## src/rtl/seq_divider_pkg.sv

```systemverilog
// Shared types and sizing helpers for the iterative restoring divider.
package seq_divider_pkg;

    typedef enum logic [1:0] {
        IDLE,
        ITER,
        DONE
    } state_t;

    function automatic int cnt_width(input int width);
        return ($clog2(width) < 1) ? 1 : $clog2(width);
    endfunction

    function automatic logic [63:0] min_value(input int width);
        return 64'd1 << (width - 1);
    endfunction

endpackage

```

## src/rtl/seq_divider_if.sv

```systemverilog
// Start/done handshake and operand/result bus between a requester and the divider.
interface seq_divider_if #(
    parameter int WIDTH = 10
);
    logic             start;
    logic [WIDTH-1:0] dividend;
    logic [WIDTH-1:0] divisor;
    logic             ready;
    logic             done;
    logic [WIDTH-1:0] quotient;
    logic [WIDTH-1:0] remainder;
    logic             div_by_zero;
    logic             overflow;

    modport master (
        output start, dividend, divisor,
        input  ready, done, quotient, remainder, div_by_zero, overflow
    );

    modport slave (
        input  start, dividend, divisor,
        output ready, done, quotient, remainder, div_by_zero, overflow
    );
endinterface

```

## src/rtl/seq_divider_div_step.sv

```systemverilog
// One restoring division step: shift the next dividend bit into the partial
// remainder and subtract the divisor when it fits.
module div_step #(
    parameter int WIDTH = 10
) (
    input  logic [WIDTH:0]   rem_in,
    input  logic             bit_in,
    input  logic [WIDTH-1:0] divisor,
    output logic [WIDTH:0]   rem_out,
    output logic             q_bit
);

    logic [WIDTH+1:0] shifted;
    logic [WIDTH+1:0] trial;

    // A guard bit above the partial remainder turns the borrow into the fit test.
    always_comb begin
        shifted = {rem_in, bit_in};
        trial   = shifted - {2'b00, divisor};
        q_bit   = ~trial[WIDTH+1];
        rem_out = q_bit ? trial[WIDTH:0] : shifted[WIDTH:0];
    end

endmodule

```

## src/rtl/seq_divider.sv

```systemverilog
// Iterative restoring divider: one quotient bit per clock, optional two's-complement
// mode (quotient truncates toward zero, remainder follows the dividend's sign).
module seq_divider
    import seq_divider_pkg::*;
#(
    parameter int WIDTH  = 10,
    parameter bit SIGNED = 1'b0
) (
    input  logic         clock,
    input  logic         reset,
    seq_divider_if.slave bus
);

    localparam int               CNT_W     = cnt_width(WIDTH);
    localparam logic [CNT_W-1:0] LAST_STEP = CNT_W'(WIDTH - 1);
    localparam logic [WIDTH-1:0] MIN_VAL   = WIDTH'(min_value(WIDTH));

    state_t           state_q, state_d;
    logic [CNT_W-1:0] cnt_q, cnt_d;
    logic [WIDTH:0]   rem_q, rem_d;
    logic [WIDTH-1:0] shf_q, shf_d;
    logic [WIDTH-1:0] dvs_q, dvs_d;
    logic             sign_a_q, sign_a_d;
    logic             sign_b_q, sign_b_d;
    logic             zero_q, zero_d;
    logic             ovf_case_q, ovf_case_d;
    logic             ready_q, ready_d;
    logic             done_q, done_d;
    logic [WIDTH-1:0] quo_q, quo_d;
    logic [WIDTH-1:0] rmd_q, rmd_d;
    logic             dbz_q, dbz_d;
    logic             ovf_q, ovf_d;

    logic             dvd_neg, dvs_neg, dvs_zero, ovf_case;
    logic [WIDTH-1:0] dvd_mag, dvs_mag, q_mag, r_mag;
    logic [WIDTH:0]   step_rem;
    logic             step_bit;

    div_step #(.WIDTH(WIDTH)) u_step (
        .rem_in  (rem_q),
        .bit_in  (shf_q[WIDTH-1]),
        .divisor (dvs_q),
        .rem_out (step_rem),
        .q_bit   (step_bit)
    );

    // MIN's magnitude is 2^(WIDTH-1), which still fits as an unsigned WIDTH-bit value.
    always_comb begin
        dvd_neg  = SIGNED && bus.dividend[WIDTH-1];
        dvs_neg  = SIGNED && bus.divisor[WIDTH-1];
        dvd_mag  = dvd_neg ? -bus.dividend : bus.dividend;
        dvs_mag  = dvs_neg ? -bus.divisor : bus.divisor;
        dvs_zero = (bus.divisor == '0);
        ovf_case = SIGNED && (bus.dividend == MIN_VAL) && (bus.divisor == '1);
        q_mag    = {shf_q[WIDTH-2:0], step_bit};
        r_mag    = step_rem[WIDTH-1:0];
    end

    always_comb begin
        state_d    = state_q;
        cnt_d      = cnt_q;
        rem_d      = rem_q;
        shf_d      = shf_q;
        dvs_d      = dvs_q;
        sign_a_d   = sign_a_q;
        sign_b_d   = sign_b_q;
        zero_d     = zero_q;
        ovf_case_d = ovf_case_q;
        ready_d    = ready_q;
        done_d     = 1'b0;
        quo_d      = quo_q;
        rmd_d      = rmd_q;
        dbz_d      = dbz_q;
        ovf_d      = ovf_q;

        case (state_q)
            IDLE, DONE: begin
                state_d = IDLE;
                ready_d = 1'b1;
                if (bus.start) begin
                    state_d    = ITER;
                    ready_d    = 1'b0;
                    dbz_d      = 1'b0;
                    ovf_d      = 1'b0;
                    sign_a_d   = dvd_neg;
                    sign_b_d   = dvs_neg;
                    zero_d     = dvs_zero;
                    ovf_case_d = ovf_case;
                    shf_d      = dvs_zero ? bus.dividend : dvd_mag;
                    dvs_d      = dvs_mag;
                    rem_d      = '0;
                    cnt_d      = '0;
                end
            end

            // A zero divisor spends a single cycle here so done lands one edge after accept.
            ITER: begin
                if (zero_q) begin
                    state_d = DONE;
                    ready_d = 1'b1;
                    done_d  = 1'b1;
                    quo_d   = '1;
                    rmd_d   = shf_q;
                    dbz_d   = 1'b1;
                end else begin
                    rem_d = step_rem;
                    shf_d = q_mag;
                    cnt_d = cnt_q + CNT_W'(1);
                    if (cnt_q == LAST_STEP) begin
                        state_d = DONE;
                        ready_d = 1'b1;
                        done_d  = 1'b1;
                        quo_d   = (sign_a_q ^ sign_b_q) ? -q_mag : q_mag;
                        rmd_d   = sign_a_q ? -r_mag : r_mag;
                        ovf_d   = ovf_case_q;
                    end
                end
            end

            default: begin
                state_d = IDLE;
                ready_d = 1'b1;
            end
        endcase
    end

    always_ff @(posedge clock or posedge reset) begin
        if (reset) begin
            state_q    <= IDLE;
            cnt_q      <= '0;
            rem_q      <= '0;
            shf_q      <= '0;
            dvs_q      <= '0;
            sign_a_q   <= 1'b0;
            sign_b_q   <= 1'b0;
            zero_q     <= 1'b0;
            ovf_case_q <= 1'b0;
            ready_q    <= 1'b1;
            done_q     <= 1'b0;
            quo_q      <= '0;
            rmd_q      <= '0;
            dbz_q      <= 1'b0;
            ovf_q      <= 1'b0;
        end else begin
            state_q    <= state_d;
            cnt_q      <= cnt_d;
            rem_q      <= rem_d;
            shf_q      <= shf_d;
            dvs_q      <= dvs_d;
            sign_a_q   <= sign_a_d;
            sign_b_q   <= sign_b_d;
            zero_q     <= zero_d;
            ovf_case_q <= ovf_case_d;
            ready_q    <= ready_d;
            done_q     <= done_d;
            quo_q      <= quo_d;
            rmd_q      <= rmd_d;
            dbz_q      <= dbz_d;
            ovf_q      <= ovf_d;
        end
    end

    assign bus.ready       = ready_q;
    assign bus.done        = done_q;
    assign bus.quotient    = quo_q;
    assign bus.remainder   = rmd_q;
    assign bus.div_by_zero = dbz_q;
    assign bus.overflow    = ovf_q;

endmodule

```

## src/flat_wrapper.sv

```systemverilog
// flat-port wrapper written by rule: the top's interface ports become plain ports
module seq_divider_flat import seq_divider_pkg::*;
#(
    parameter int WIDTH  = 10,
    parameter bit SIGNED = 1'b0
)
  (clock, reset, bus_start, bus_dividend, bus_divisor, bus_ready, bus_done, bus_quotient, bus_remainder, bus_div_by_zero, bus_overflow);
  seq_divider_if #(.WIDTH(WIDTH)) bus_i ();
  input  logic clock;
  input  logic reset;
  input wire logic [$bits(bus_i.start)-1:0] bus_start;
  input wire logic [$bits(bus_i.dividend)-1:0] bus_dividend;
  input wire logic [$bits(bus_i.divisor)-1:0] bus_divisor;
  output wire logic [$bits(bus_i.ready)-1:0] bus_ready;
  output wire logic [$bits(bus_i.done)-1:0] bus_done;
  output wire logic [$bits(bus_i.quotient)-1:0] bus_quotient;
  output wire logic [$bits(bus_i.remainder)-1:0] bus_remainder;
  output wire logic [$bits(bus_i.div_by_zero)-1:0] bus_div_by_zero;
  output wire logic [$bits(bus_i.overflow)-1:0] bus_overflow;
  assign bus_i.start = bus_start;
  assign bus_i.dividend = bus_dividend;
  assign bus_i.divisor = bus_divisor;
  assign bus_ready = bus_i.ready;
  assign bus_done = bus_i.done;
  assign bus_quotient = bus_i.quotient;
  assign bus_remainder = bus_i.remainder;
  assign bus_div_by_zero = bus_i.div_by_zero;
  assign bus_overflow = bus_i.overflow;
  seq_divider #(.WIDTH(WIDTH), .SIGNED(SIGNED)) u_core (.clock(clock), .reset(reset), .bus(bus_i));
endmodule
```

## config.mk

```make
export PLATFORM = sky130hd
export DESIGN_NAME = seq_divider_flat
export DESIGN_NICKNAME = d
export VERILOG_FILES = /design/src/rtl/seq_divider_pkg.sv /design/src/rtl/seq_divider_if.sv /design/src/rtl/seq_divider_div_step.sv /design/src/rtl/seq_divider.sv /design/src/flat_wrapper.sv
export SDC_FILE = /design/constraint.sdc
export NUM_CORES = 1
export LEC_CHECK = 0
export CAP_MARGIN = 0
export CORE_MARGIN = 1
export CORE_UTILIZATION = 40
export CTS_CLUSTER_SIZE = 12
export DETAILED_ROUTE_END_ITERATION = 6
export HOLD_SLACK_MARGIN = 0.12
export SETUP_SLACK_MARGIN = 0.02
export SKIP_CTS_REPAIR_TIMING = 1
export SLEW_MARGIN = 20
export SYNTH_ARGS = -nofsm -noshare
export SYNTH_HDL_FRONTEND = slang
export SYNTH_SLANG_ARGS = --single-unit
```

## constraint.sdc

```tcl
create_clock -name clock -period 3.3 [get_ports clock]
set_clock_uncertainty 0.15 [all_clocks]
set_input_delay 0.33 -clock clock [delete_from_list [all_inputs] [get_ports clock]]
set_output_delay 0.33 -clock clock [all_outputs]
set_load 0.1 [all_outputs]
```

==> impl_metrics.env <==
export IMPL_run_status="completed"
export IMPL_synth_avg_cell_area_um2=9.05
export IMPL_die_x_um=91.3
export IMPL_port_buffer_count=45
export IMPL_grt_pass1_vias=2691
export IMPL_rsz0062_at_grt="no"
export IMPL_track_usage=0.200
export IMPL_grt_max_degree=62
export IMPL_cts_tree="yes"
export IMPL_fin_crit_sh=0.839
export IMPL_worstPathArrival_ps=2880
export IMPL_wl_per_cell_um=14.8
export IMPL_drive_gt1_frac=0.0990
export IMPL_synth_edf_count=0
export IMPL_drv_slew=0
export IMPL_fmax_mhz=361
export IMPL_slew_limit_headroom=0.348
export IMPL_drc_errors=0
export IMPL_grt_overflow_total=0
export IMPL_path_class="reg -> reg"
export IMPL_finalHoldViolCount=0
export IMPL_worst_slew_pin_slew_ps=975
export IMPL_die_area_um2=8330
export IMPL_synth_seq_cells=61
export IMPL_drtIter0Drc=97
export IMPL_synth_top_area_cell="dfrtp_1"
export IMPL_start_util=0.412
export IMPL_firstDrtPassIters=4
export IMPL_endpoint_kind="flop"
export IMPL_antenna_found_initial=0
export IMPL_yosys_most_used_dff="dfrtp_1"
export IMPL_postRouteAntennaNets=0
export IMPL_synth_async_reset_ratio=1.00
export IMPL_crit_required_ps=3410
export IMPL_nNetsFinal=436
export IMPL_ys_seq_area_frac=0.479
export IMPL_yosys_warnings=0
export IMPL_yosysTopAreaCellShare=0.471
export IMPL_htree_num_levels=3
export IMPL_cts_root_buffer="clkbuf_8"
export IMPL_core_area_um2=7730
export IMPL_netlist_instances=352
export IMPL_n_antenna_cell=0
export IMPL_via_per_inst=5.26
export IMPL_gr_usage_met1=0.268
export IMPL_synth_area_um2=3190
export IMPL_vias=2662
export IMPL_met2_usage=0.316
export IMPL_grt_use_met3=0.0427
export IMPL_cts_sinks=61
export IMPL_globalplace_congestion=0.850
export IMPL_maxCapViolations=0
export IMPL_clkTransAtPathRegs_ps=70
export IMPL_io_pins=47
export IMPL_dieHeight_um=91.3
export IMPL_hold_path_class="reg -> reg"
export IMPL_areaGrowthSynthToFinish_pct=25.2
export IMPL_crit_fanout=13
export IMPL_wl_um=7470
export IMPL_layout_commonest_cell="nand2_1"
export IMPL_synth_area_leaders="dfrtp_1, nand2_1, o21ai_0"
export IMPL_syn_nets=388
export IMPL_placementRows=32
export IMPL_dpl_hpwl_um=5330
export IMPL_clk_path_buf_depth=2
export IMPL_ys_types=45
export IMPL_final_cell_mix="nand2_1, dfrtp_1, o21ai_0, clkdlybuf4s50_1, a21oi_1"
export IMPL_setup_viol=0
export IMPL_r2r_setup_slack_ps=530
export IMPL_worst_setup_path_start_kind="flop"
export IMPL_busiest_layer="met2"
export IMPL_grt_pass1_wl_um=12900
export IMPL_setup_tns_ps=0
export IMPL_clk_latency_ps=340
export IMPL_fin_crit_ps=2770
export IMPL_cts_made_buffers=9
-- registers in the layout (all words and copies together), names as in the netlist --
| signal | cells |
|---|---|
| u_core.bus.quotient | 10 |
| u_core.cnt_q | 4 |
| u_core.rem_q | 11 |
| u_core.state_q | 2 |
| u_core.zero_q | 1 |
| u_core.bus.div_by_zero | 1 |
| u_core.shf_q | 10 |
| u_core.bus.done | 1 |
| u_core.dvs_q | 10 |
| u_core.bus.remainder | 10 |
| u_core.bus.ready | 1 |
-- final timing paths --
check	from	end	depth (start not counted)
min in group asynchronous	reset	u_core.bus.done	3
setup reg to reg	u_core.rem_q[3]	u_core.rem_q[0]	8
max in group asynchronous	reset	u_core.bus.div_by_zero	3
setup / recovery	u_core.rem_q[3]	u_core.rem_q[0]	8
hold reg to reg	u_core.bus.quotient[6]	u_core.bus.quotient[6]	2
hold / removal	u_core.bus.quotient[6]	u_core.bus.quotient[6]	2
-- worst max-delay path, cell delays in order, from the launching register on --
cell and delay (ps):
dfrtp_1 400, ha_1 340, a211o_1 340, a211oi_2 190, o21a_2 180, nor2_1 80
o22ai_4 440, mux2_2 410, o21ai_0 150
-- layer usage --
metal	wire, um	share of wire
met4	137	0.018
met1	3490	0.47
met5	0	0
met2	3560	0.48
met3	280	0.037
-- stage by stage --
| stage | hold slack (ps) | worst slack [ps] | area [um^2] | std cells | utilization |
|---|---|---|---|---|---|
| floorplan | 285 | 875 | 3190 | 352 | - |
| global placement | 303 | 625 | 3760 | 491 | 0.486 |
| detailed placement | 307 | 547 | 3760 | 491 | 0.486 |
| CTS | 323 | 525 | 3990 | 506 | 0.516 |
| global route | 353 | 362 | 3990 | 506 | 0.517 |
| finish | 319 | 532 | 3990 | 506 | 0.517 |
-- cell usage after synthesis (2+ instances only) --
cell / number
ha_1: 12
xor2_1: 3
dfrtp_1: 60
nor2_1: 18
a31oi_1: 2
and3_1: 2
mux2_2: 2
nor3_1: 3
a22oi_1: 9
nand3_1: 5
o211ai_1: 2
nor4_1: 2
o31ai_2: 2
nand2_1: 70
nand2b_1: 4
mux2i_1: 9
o21ai_1: 2
or3_1: 2
nand3b_1: 7
o21a_1: 3
a21oi_1: 21
inv_1: 19
clkbuf_1: 14
xnor2_1: 4
o21a_2: 3
o21ai_0: 44
a21o_1: 2
nor2b_1: 7
o31ai_1: 3
-- layout make-up --
| cell class | instances | area (um^2) |
|---|---|---|
| inverters | 19 | 71.3 |
| clock inverters | 3 | 67.6 |
| clock buffers | 12 | 165 |
| multi-input cells | 254 | 1510 |
| well taps | 102 | 128 |
| flip-flops and latches | 61 | 1530 |
| repair buffers | 55 | 523 |
| fillers | 734 | 3740 |
-- cell families after synthesis --
logic type | after synthesis | share of synthesized area
fa+ha+maj | 13 | 0.0534
xor+xnor | 7 | 0.0192
buf+inv | 37 | 0.0487
other cells | 1 | 0.00118
flops | 61 | 0.479
simple gates | 123 | 0.172
mux | 11 | 0.0353
compound gates | 99 | 0.190
Power is left out: the tool's default activity adds up to more than one toggle a clock period on the data nets, which glitch-free logic cannot reach.
